File: src/rtl/pipe_clk_pkg.sv
// Shared definitions for the pipeline clock gater: FSM state encoding and a
// constant-evaluable ceil(log2) used to size internal counters.
package pipe_clk_pkg;

    typedef enum logic [1:0] {
        RUN   = 2'd0,
        STALL = 2'd1,
        TMO   = 2'd2
    } state_e;

    // Returns ceil(log2(v)); 0 for v <= 1.
    function automatic int clog2(input int v);
        int r;
        r = 0;
        while ((1 << r) < v) begin
            r = r + 1;
        end
        return r;
    endfunction

endpackage

File: src/rtl/pipe_clk_ctrl_gate.sv
// Single stage clock gating cell. Kept as its own module so it can later be
// swapped for a latch-based ICG without touching the controller.
module clk_gate_cell
    import pipe_clk_pkg::*;
(
    input  logic clk_in,
    input  logic en,
    input  logic force_en,
    output logic gclk
);

    // en only changes while clk_in is low, so the plain AND cannot glitch.
    assign gclk = clk_in & (en | force_en);

endmodule

File: src/rtl/pipe_clk_ctrl.sv
// Per-stage pipeline clock gater: stall FSM with watchdog, enable shift chain
// that gates one further stage per cycle, and a saturating stall-cycle counter.
module pipe_clk_ctrl
    import pipe_clk_pkg::*;
#(
    parameter int N_STAGES  = 4,
    parameter int N_SRC     = 2,
    parameter int CNT_W     = 16,
    parameter int MAX_STALL = 0
) (
    input  logic                clk_in,
    input  logic                rst,
    input  logic [N_SRC-1:0]    stall_req,
    input  logic [N_SRC-1:0]    src_mask,
    input  logic [N_STAGES-1:0] stage_force_en,
    input  logic                cnt_clr,
    output logic [N_STAGES-1:0] clk_stage,
    output logic [N_STAGES-1:0] stage_en,
    output logic                stalled,
    output logic                timeout_flag,
    output logic [CNT_W-1:0]    stall_cnt
);

    localparam int EP_W = (clog2(MAX_STALL + 1) < 1) ? 1 : clog2(MAX_STALL + 1);

    state_e              r_state;
    state_e              w_state_nxt;
    logic [EP_W-1:0]     r_ep_cnt;
    logic [EP_W-1:0]     w_ep_nxt;
    logic [N_STAGES-1:0] r_en;
    logic [N_STAGES-1:0] w_en_nxt;
    logic                r_tmo;
    logic [CNT_W-1:0]    r_cnt;
    logic                w_req_any;
    logic                w_target;
    logic                w_tmo_set;

    assign w_req_any = |(stall_req & ~src_mask);

    always_comb begin
        w_state_nxt = r_state;
        w_ep_nxt    = r_ep_cnt;
        w_target    = 1'b1;
        w_tmo_set   = 1'b0;
        case (r_state)
            RUN: begin
                if (w_req_any) begin
                    w_state_nxt = STALL;
                    w_ep_nxt    = EP_W'(1);
                    w_target    = 1'b0;
                end
            end
            STALL: begin
                w_target = 1'b0;
                w_ep_nxt = r_ep_cnt + EP_W'(1);
                // A request drop outranks the watchdog on the same edge.
                if (!w_req_any) begin
                    w_state_nxt = RUN;
                    w_target    = 1'b1;
                end else if ((MAX_STALL != 0) && (r_ep_cnt == EP_W'(MAX_STALL))) begin
                    w_state_nxt = TMO;
                    w_tmo_set   = 1'b1;
                    w_target    = 1'b1;
                end
            end
            TMO: begin
                if (!w_req_any) begin
                    w_state_nxt = RUN;
                end
            end
            default: begin
                w_state_nxt = RUN;
            end
        endcase
        if (w_state_nxt == RUN) begin
            w_ep_nxt = '0;
        end
    end

    always_comb begin
        w_en_nxt    = '1;
        w_en_nxt[0] = w_target;
        for (int unsigned i = 1; i < N_STAGES; i++) begin
            w_en_nxt[i] = r_en[i-1];
        end
    end

    always_ff @(negedge clk_in or negedge rst) begin
        if (!rst) begin
            r_state  <= RUN;
            r_ep_cnt <= '0;
            r_en     <= '1;
            r_tmo    <= 1'b0;
            r_cnt    <= '0;
        end else begin
            r_state  <= w_state_nxt;
            r_ep_cnt <= w_ep_nxt;
            r_en     <= w_en_nxt;
            if (cnt_clr) begin
                r_cnt <= '0;
                r_tmo <= 1'b0;
            end else begin
                if (!r_en[0] && !(&r_cnt)) begin
                    r_cnt <= r_cnt + CNT_W'(1);
                end
                if (w_tmo_set) begin
                    r_tmo <= 1'b1;
                end
            end
        end
    end

    assign stage_en     = r_en;
    assign stalled      = (r_state == STALL);
    assign timeout_flag = r_tmo;
    assign stall_cnt    = r_cnt;

    for (genvar g = 0; g < N_STAGES; g++) begin : g_gate
        clk_gate_cell u_cell (
            .clk_in   (clk_in),
            .en       (r_en[g]),
            .force_en (stage_force_en[g]),
            .gclk     (clk_stage[g])
        );
    end

endmodule
File: config.mk
export PLATFORM = sky130hd
export DESIGN_NAME = pipe_clk_ctrl
export DESIGN_NICKNAME = d
export VERILOG_FILES = /design/src/rtl/pipe_clk_pkg.sv /design/src/rtl/pipe_clk_ctrl_gate.sv /design/src/rtl/pipe_clk_ctrl.sv
export SDC_FILE = /design/constraint.sdc
export NUM_CORES = 1
export LEC_CHECK = 0
export ABC_AREA = 1
export CORE_MARGIN = 2
export CORE_UTILIZATION = 52
export CTS_BUF_LIST = sky130_fd_sc_hd__clkbuf_2 sky130_fd_sc_hd__clkbuf_4 sky130_fd_sc_hd__clkbuf_8
export DETAILED_ROUTE_END_ITERATION = 6
export PLACE_DENSITY = 0.91
export SLEW_MARGIN = 10
export SYNTH_ARGS = -nofsm -noshare
export SYNTH_HDL_FRONTEND = slang
export SYNTH_HIERARCHICAL = 1
export SYNTH_SLANG_ARGS = --single-unit
File: constraint.sdc
create_clock -name clk_in -period 2.9 [get_ports clk_in]
set_clock_uncertainty 0.15 [all_clocks]
set_input_delay 0.87 -clock clk_in [delete_from_list [all_inputs] [get_ports clk_in]]
set_output_delay 0.87 -clock clk_in [all_outputs]
set_load 0.01 [all_outputs]
# --- Yosys cells after proc, flatten, opt, wreduce, memory -nomap -nowiden ---
# Cells that the tools add are included.
op_classes:
  n_reduce_logical: 10
  n_addsub: 1
  eq_ne: 4
  mux: 7
  n_bitwise: 10
ops:
  columns: ["operator", "n"]
  rows:
  - ["16-bit two-way mux", 2]
  - ["16-bit by 1-bit adder with 16-bit output (second input constant)", 1]
  - ["16-bit AND reduction", 1]
  - ["2-bit OR reduction", 3]
  - ["1-bit AND", 4]
  - ["2-bit two-way mux", 2]
  - ["2-bit inequality test (second input constant)", 2]
  - ["1-bit OR", 4]
  - ["2-bit one-hot mux with 2 select lines", 1]
  - ["2-bit AND", 1]
  - ["2-bit by 1-bit == test with 1-bit output (second input constant)", 1]
  - ["2-bit == test (second input constant)", 1]
  - ["1-bit zero test", 2]
  - ["2-bit zero test", 1]
  - ["1-bit two-way mux", 2]
  - ["2-bit inverter", 1]
  - ["2-bit AND reduction", 1]
  - ["2-bit nonzero test", 1]
  - ["1-bit logical AND", 1]
word_totals:
  register_bits: 22
  input_bits: 11

# --- Longest topological paths before layout ---
# Gate-level depths: netlist of the first run.
depth:
  word_depth: 5
  depth_mapped: 10
  mapped_depth_nobuf: 10

# --- Modules after synthesis ---
# Netlist of the first run, hierarchy kept.
modules_own_cells:
  columns: ["mod", "instances", "cells_per_inst", "area_each_um2", "seq_area_each_um2"]
  rows:
  - ["pipe_clk_ctrl", 1, 159, 1161.1, 530.5]
  - ["clk_gate_cell", 4, 3, 11.3, 0.0]

==> results of run 1 <==
-- area by class of cell --
class / instances / area (sq um)
Timing Repair Buffer: 75 / 579
Timing Repair inverter: 1 / 7.51
Tap cell: 28 / 35.0
Multi-Input combinational cell: 127 / 611
Clock inverter: 9 / 38.8
Fill cell: 101 / 248
Sequential cell: 21 / 531
Clock buffer: 11 / 108
Inverter: 14 / 55.1
-- cells by family after synthesis --
kind of cell               synth area share (%)
adders and majority gates                  1.04
and+or+nand+nor                            39.9
AOI/OAI and AO/OA                          4.36
buffers and inverters                      8.19
DFF                                        44.0
xor gates and xnor gates                   2.18
other                                     0.311
-- critical path, cell delays in order, from the launching register on --
cell and delay (ns):
dfstp_2 0.56, nor2_2 0.05, nor2_2 0.06, buf_2 0.14
-- sequential cells by signal (all words and copies together) (netlist names) --
name	cells
r_state	1
stall_cnt	16
stage_en	4
-- final timing paths --
path | slack (ns) | end
min in group asynchronous | 2.00 | stall_cnt[8]
setup reg to reg | 0.46 | stall_cnt[4]
hold / removal | 0.23 | stage_en[3]
setup / recovery | -0.83 | clk_stage[0]
hold reg to reg | 0.23 | stage_en[3]
max in group asynchronous | 0.23 | stage_en[2]
-- through the flow --
step                      power [mW]  std cells  setup WS, ns
after CTS                      0.952        278        -0.764
after global routing            1.05        286        -0.883
after floorplan                0.443        171        -0.329
final                           1.01        286        -0.830
after detailed placement       0.586        256        -0.766
after global placement         0.580        256        -0.748
-- cell usage in the layout (no fill, tap or decap), types with 5 or more instances in the layout --
cell             instances
clkdlybuf4s50_1          6
nand3_1                  9
nand4_1                  9
buf_4                   43
inv_1                   16
buf_6                   11
nand2_1                 59
nor2_1                  20
nor2_2                  10
inv_2                    5
dfrtn_1                 17
buf_2                   20
-- power by group through the flow --
stage / registers, mW / logic, mW / clock network [mW]
3_3_place_gp: 0.316 / 0.0853 / 0.179
4_1_cts: 0.313 / 0.0961 / 0.543
3_5_place_dp: 0.317 / 0.0894 / 0.179
2_1_floorplan: 0.322 / 0.0275 / 0.0938
5_1_grt: 0.315 / 0.121 / 0.613
6_report: 0.315 / 0.116 / 0.574
-- routing by layer --
layer  wire [um]  vias to the layer above  global-route usage (%)
li1            -                      711                       -
met1        1700                      744                    39.4
met2        2490                      184                    61.6
met3         706                       42                    10.6
met4         335                        0                    18.4
met5           0                        -                       0
-- timing repair --
action	4_1_cts	5_1_grt
gates cloned	1	0
pin swaps	5	1
buffers inserted	14	8
setup endpoints to repair	47	31
resized for setup	121	8
==> results.cfg, run 1 <==
[worst_setup_path]
ff2ff_path_depth = 12
r2r_start = stall_cnt[0]
cp.arrival_ns = 2.71
crit_path_start_kind = flop
cp.required_ns = 1.88
crit_type = flop to primary output
crit_start = stage_en[0]
worstPathMaxFanout = 2
crit_path_end_kind = primary output

[synth]
seq_area_frac_synth_pct = 44.0
synth_enable_flop_cells = 0
syn-cell-area_sq_um = 1210
synth-async-reset-ratio_pct = 100
yosysWarnings = 6
syn-num-nets = 183
yosysMostFrequentCell = nand2_1
yosys-top-cells-area = dfrtn_1, nand2_1, dfstp_2
avgSynthCellArea_sq_um = 7.05
ys_top_cells_by_count = nand2_1, nor2_1, inv_1, dfrtn_1
ys.flop_type = dfrtn_1
ys_ff_latch = 21
synth_cells = 171
synth.distinct_cells = 27
synth_top_area_share_pct = 35.3
yosys.area.top_type = dfrtn_1

[global_routing]
grt_usage_pct = 35.7
grt_pass1_vias = 1619
overflow = 0
antenna_found_initial = 0
grt_max_degree = 14
grt_first_pass_wirelength_um = 6990

[pwr]
p_sw_mw = 0.359
internal_power_mw = 0.646
p_clk_share_pct = 57.1
vdd.ir_drop.worst_uv = 591
p_seq_share_pct = 31.4
power_frac_comb_pct = 11.6
p_leak_nw = 1.06
switching_share_pct = 35.8
p_per_area_nw_per_um2 = 512

[status]
status = finished, violations left
violations = setup timing

[run]
max_cap_viol_count = 0

[route]
dr.pass1.iters = 5
drtIter0Drc = 182
wl_per_cell_um = 18.3
vias = 1681
vias_per_cell = 5.88
wl_um = 5230
post-route-drc-count = 0
ant_nets = 0

[timing]
finalHoldViolCount = 0
setup-tns-final_ns = -14.12
drv_slew = 0
fin_hold_ws_ns = 0.227
finalWorstSetupSlack_ns = -0.830
setup_viol = 29
grt_setup_unrepaired = yes

[min_path]
hold_path_depth = 0
hp-class = flop to flop
hp-start = stage_en[2]

[final_layout]
syn_to_final_growth_pct = 62.9
nNetsFinal = 271
finish.utilization_pct = 88.8
final_cell_area_sq_um = 1960
drive_above_1_share_pct = 39.9
antenna_cells = 0

[clock_network]
clockBufferDepth = 2
insertion_delay_ns = 0.45
htreeDepth = 1
hold_buffers = 0
cts_tree = built
cts_buffers = 3
cts_root_buf = clkbuf_4
clk_pin_slew_ns = 0.09

[floorplanning]
core.rowCount = 17
fp.dieH_um = 52.2
coreArea_sq_um = 2210
initial_utilization_pct = 54.5
boundaryPins = 37
dieArea_sq_um = 2720
dieWidth_um = 52.2

[place]
placed_area_sq_um = 1780
portBuffers = 35
dp_hpwl_um = 2710
gp_congestion = 0.912
No activity file was read; power rests on OpenSTA's default activity.
==> run 2: changes to the inputs <==
CORE_UTILIZATION = 43   (was 52)
PLACE_DENSITY = 0.8   (was 0.91)
clock period = 3.15 ns   (was 2.9 ns; I/O delays follow)
==> run 2 against run 1 <==
Compared with the run above: the run still ends with setup timing left; highest routed layer unchanged; combinational power decreased by 9%; die area increased by 19%; count of clock-buffer cells in the layout increased by 1; register-to-register slack improved by 0.13 ns; largest cell class unchanged; via count decreased by 12%; power decreased by 7.6%.
==> results.cfg, run 2 (synthesis gave the netlist of run 1 again) <==
[status]
status = finished, violations left
violations = setup timing

[timing]
drv_slew = 0
grt_setup_unrepaired = yes
max_slew.worst_pin.slew_ns = 0.933
finalWorstSetupSlack_ns = -0.640
finalHoldViolCount = 0
maxSlewHeadroom_pct = 37.6
setup_viol = 29

[worst_setup_path]
path_buf_inv = 1
worstPathCellList = nor2_2 -> nor2_2 -> buf_2
cp_common_cell = nor2_2
crit_type = flop to primary output
cp.arrival_ns = 2.70
worstPathMaxFanout = 2
critPathMaxStageDelay_ns = 0.55
cpMaxStageDelayCell = dfstp_2
path_delay_family = flip-flops
crit_path_end_kind = primary output
cp.required_ns = 2.05
crit_path_start_kind = flop

[route]
drtIter0Drc = 78
post-route-drc-count = 0
vias_per_cell = 5.19
wl_um = 3900
vias = 1473
ant_nets = 0
dr.pass1.iters = 4
wl_per_cell_um = 13.7

[global_routing]
grt_pass1_vias = 1421
grt_max_degree = 14
overflow = 0
grt_usage_pct = 23.5
grt_first_pass_wirelength_um = 5840
antenna_found_initial = 0

[clock_network]
cts_buffers = 3
clk_pin_slew_ns = 0.06
htreeDepth = 1
insertion_delay_ns = 0.40
cts_tree = built
cts_root_buf = clkbuf_4
clockBufferDepth = 2

[floorplanning]
dieWidth_um = 57.0
boundaryPins = 37
initial_utilization_pct = 44.5
core.rowCount = 19
dieArea_sq_um = 3240
fp.dieH_um = 57.0
coreArea_sq_um = 2710

[final_layout]
regArea_sq_um = 531
drive_above_1_share_pct = 37.2
fillers = 188
largest_register_ffs = 16
multi_input_area_sq_um = 603
finish.utilization_pct = 73.4
layout_common_cells = nand2_1, buf_4, inv_1, nor2_1, buf_2
antenna_cells = 0
syn_to_final_growth_pct = 64.8
final_common_cell = nand2_1
nNetsFinal = 266

[place]
dp_hpwl_um = 2400
gp_congestion = 0.883
dp_slack_ns = -0.709
portBuffers = 35

[pwr]
internal_power_mw = 0.640
p_sw_mw = 0.289
switching_share_pct = 31.1
power_frac_comb_pct = 11.3
p_clk_share_pct = 57.6
vdd.ir_drop.worst_uv = 536
p_seq_share_pct = 31.0
p_leak_nw = 1.07
p_per_area_nw_per_um2 = 467

[run]
max_cap_viol_count = 0

[min_path]
hp-class = flop to flop
run 2: worst paths after layout:
check / from / end / slack, ns / cells past startpoint
min in group asynchronous: rst / r_state[0] / 2.20 / 2
setup / recovery: stage_en[1] / clk_stage[1] / -0.64 / 3
setup reg to reg: stall_cnt[1] / stall_cnt[1] / 0.59 / 12
hold reg to reg: stage_en[2] / stage_en[3] / 0.36 / 1
hold / removal: stage_en[2] / stage_en[3] / 0.36 / 1
max in group asynchronous: rst / stage_en[0] / 0.26 / 2
run 2: cell type report:
cell class                 count  area share, %
clock buffer                  12           6.48
clock inverter                 9           1.76
inverter                      14           2.64
multi-input combinational    127           30.3
sequential                    21           26.7
tap                           31           1.95
timing repair buffer          70           30.1
run 2: power groups by stage:
stage	logic (mW)	registers, mW	clock network (mW)
CTS	0.0835	0.288	0.535
floorplan	0.0252	0.296	0.0863
finish	0.105	0.288	0.535
global placement	0.0790	0.291	0.165
detailed placement	0.0814	0.292	0.165
global route	0.112	0.289	0.583
run 2: metal layers:
layer  vias to the layer above  track usage, %  share of wire [%]
met2                        79            39.4                 52
met5                         -               0                  0
li1                        702               -                  -
met4                         0            14.0                3.2
met3                        21            7.03                6.7
met1                       671            26.2                 38
run 2: per-stage QoR:
stage	hold slack, ns	total power [mW]	TNS [ns]	std cells	instance area (sq um)
finish	0.355	0.929	-11.78	284	1990
CTS	0.237	0.907	-11.50	273	1860
floorplan	0.237	0.408	-1.36	171	1230
detailed placement	0.222	0.538	-22.67	256	1790
global placement	0.217	0.535	-22.05	256	1790
global route	0.345	0.984	-12.64	284	1990
run 2: what timing repair did:
action	CTS	global route
setup endpoints to repair	45	35
resized for setup	114	8
setup buffers	9	10
gates cloned	1	1
hold buffers	0	0
pin swaps	6	2
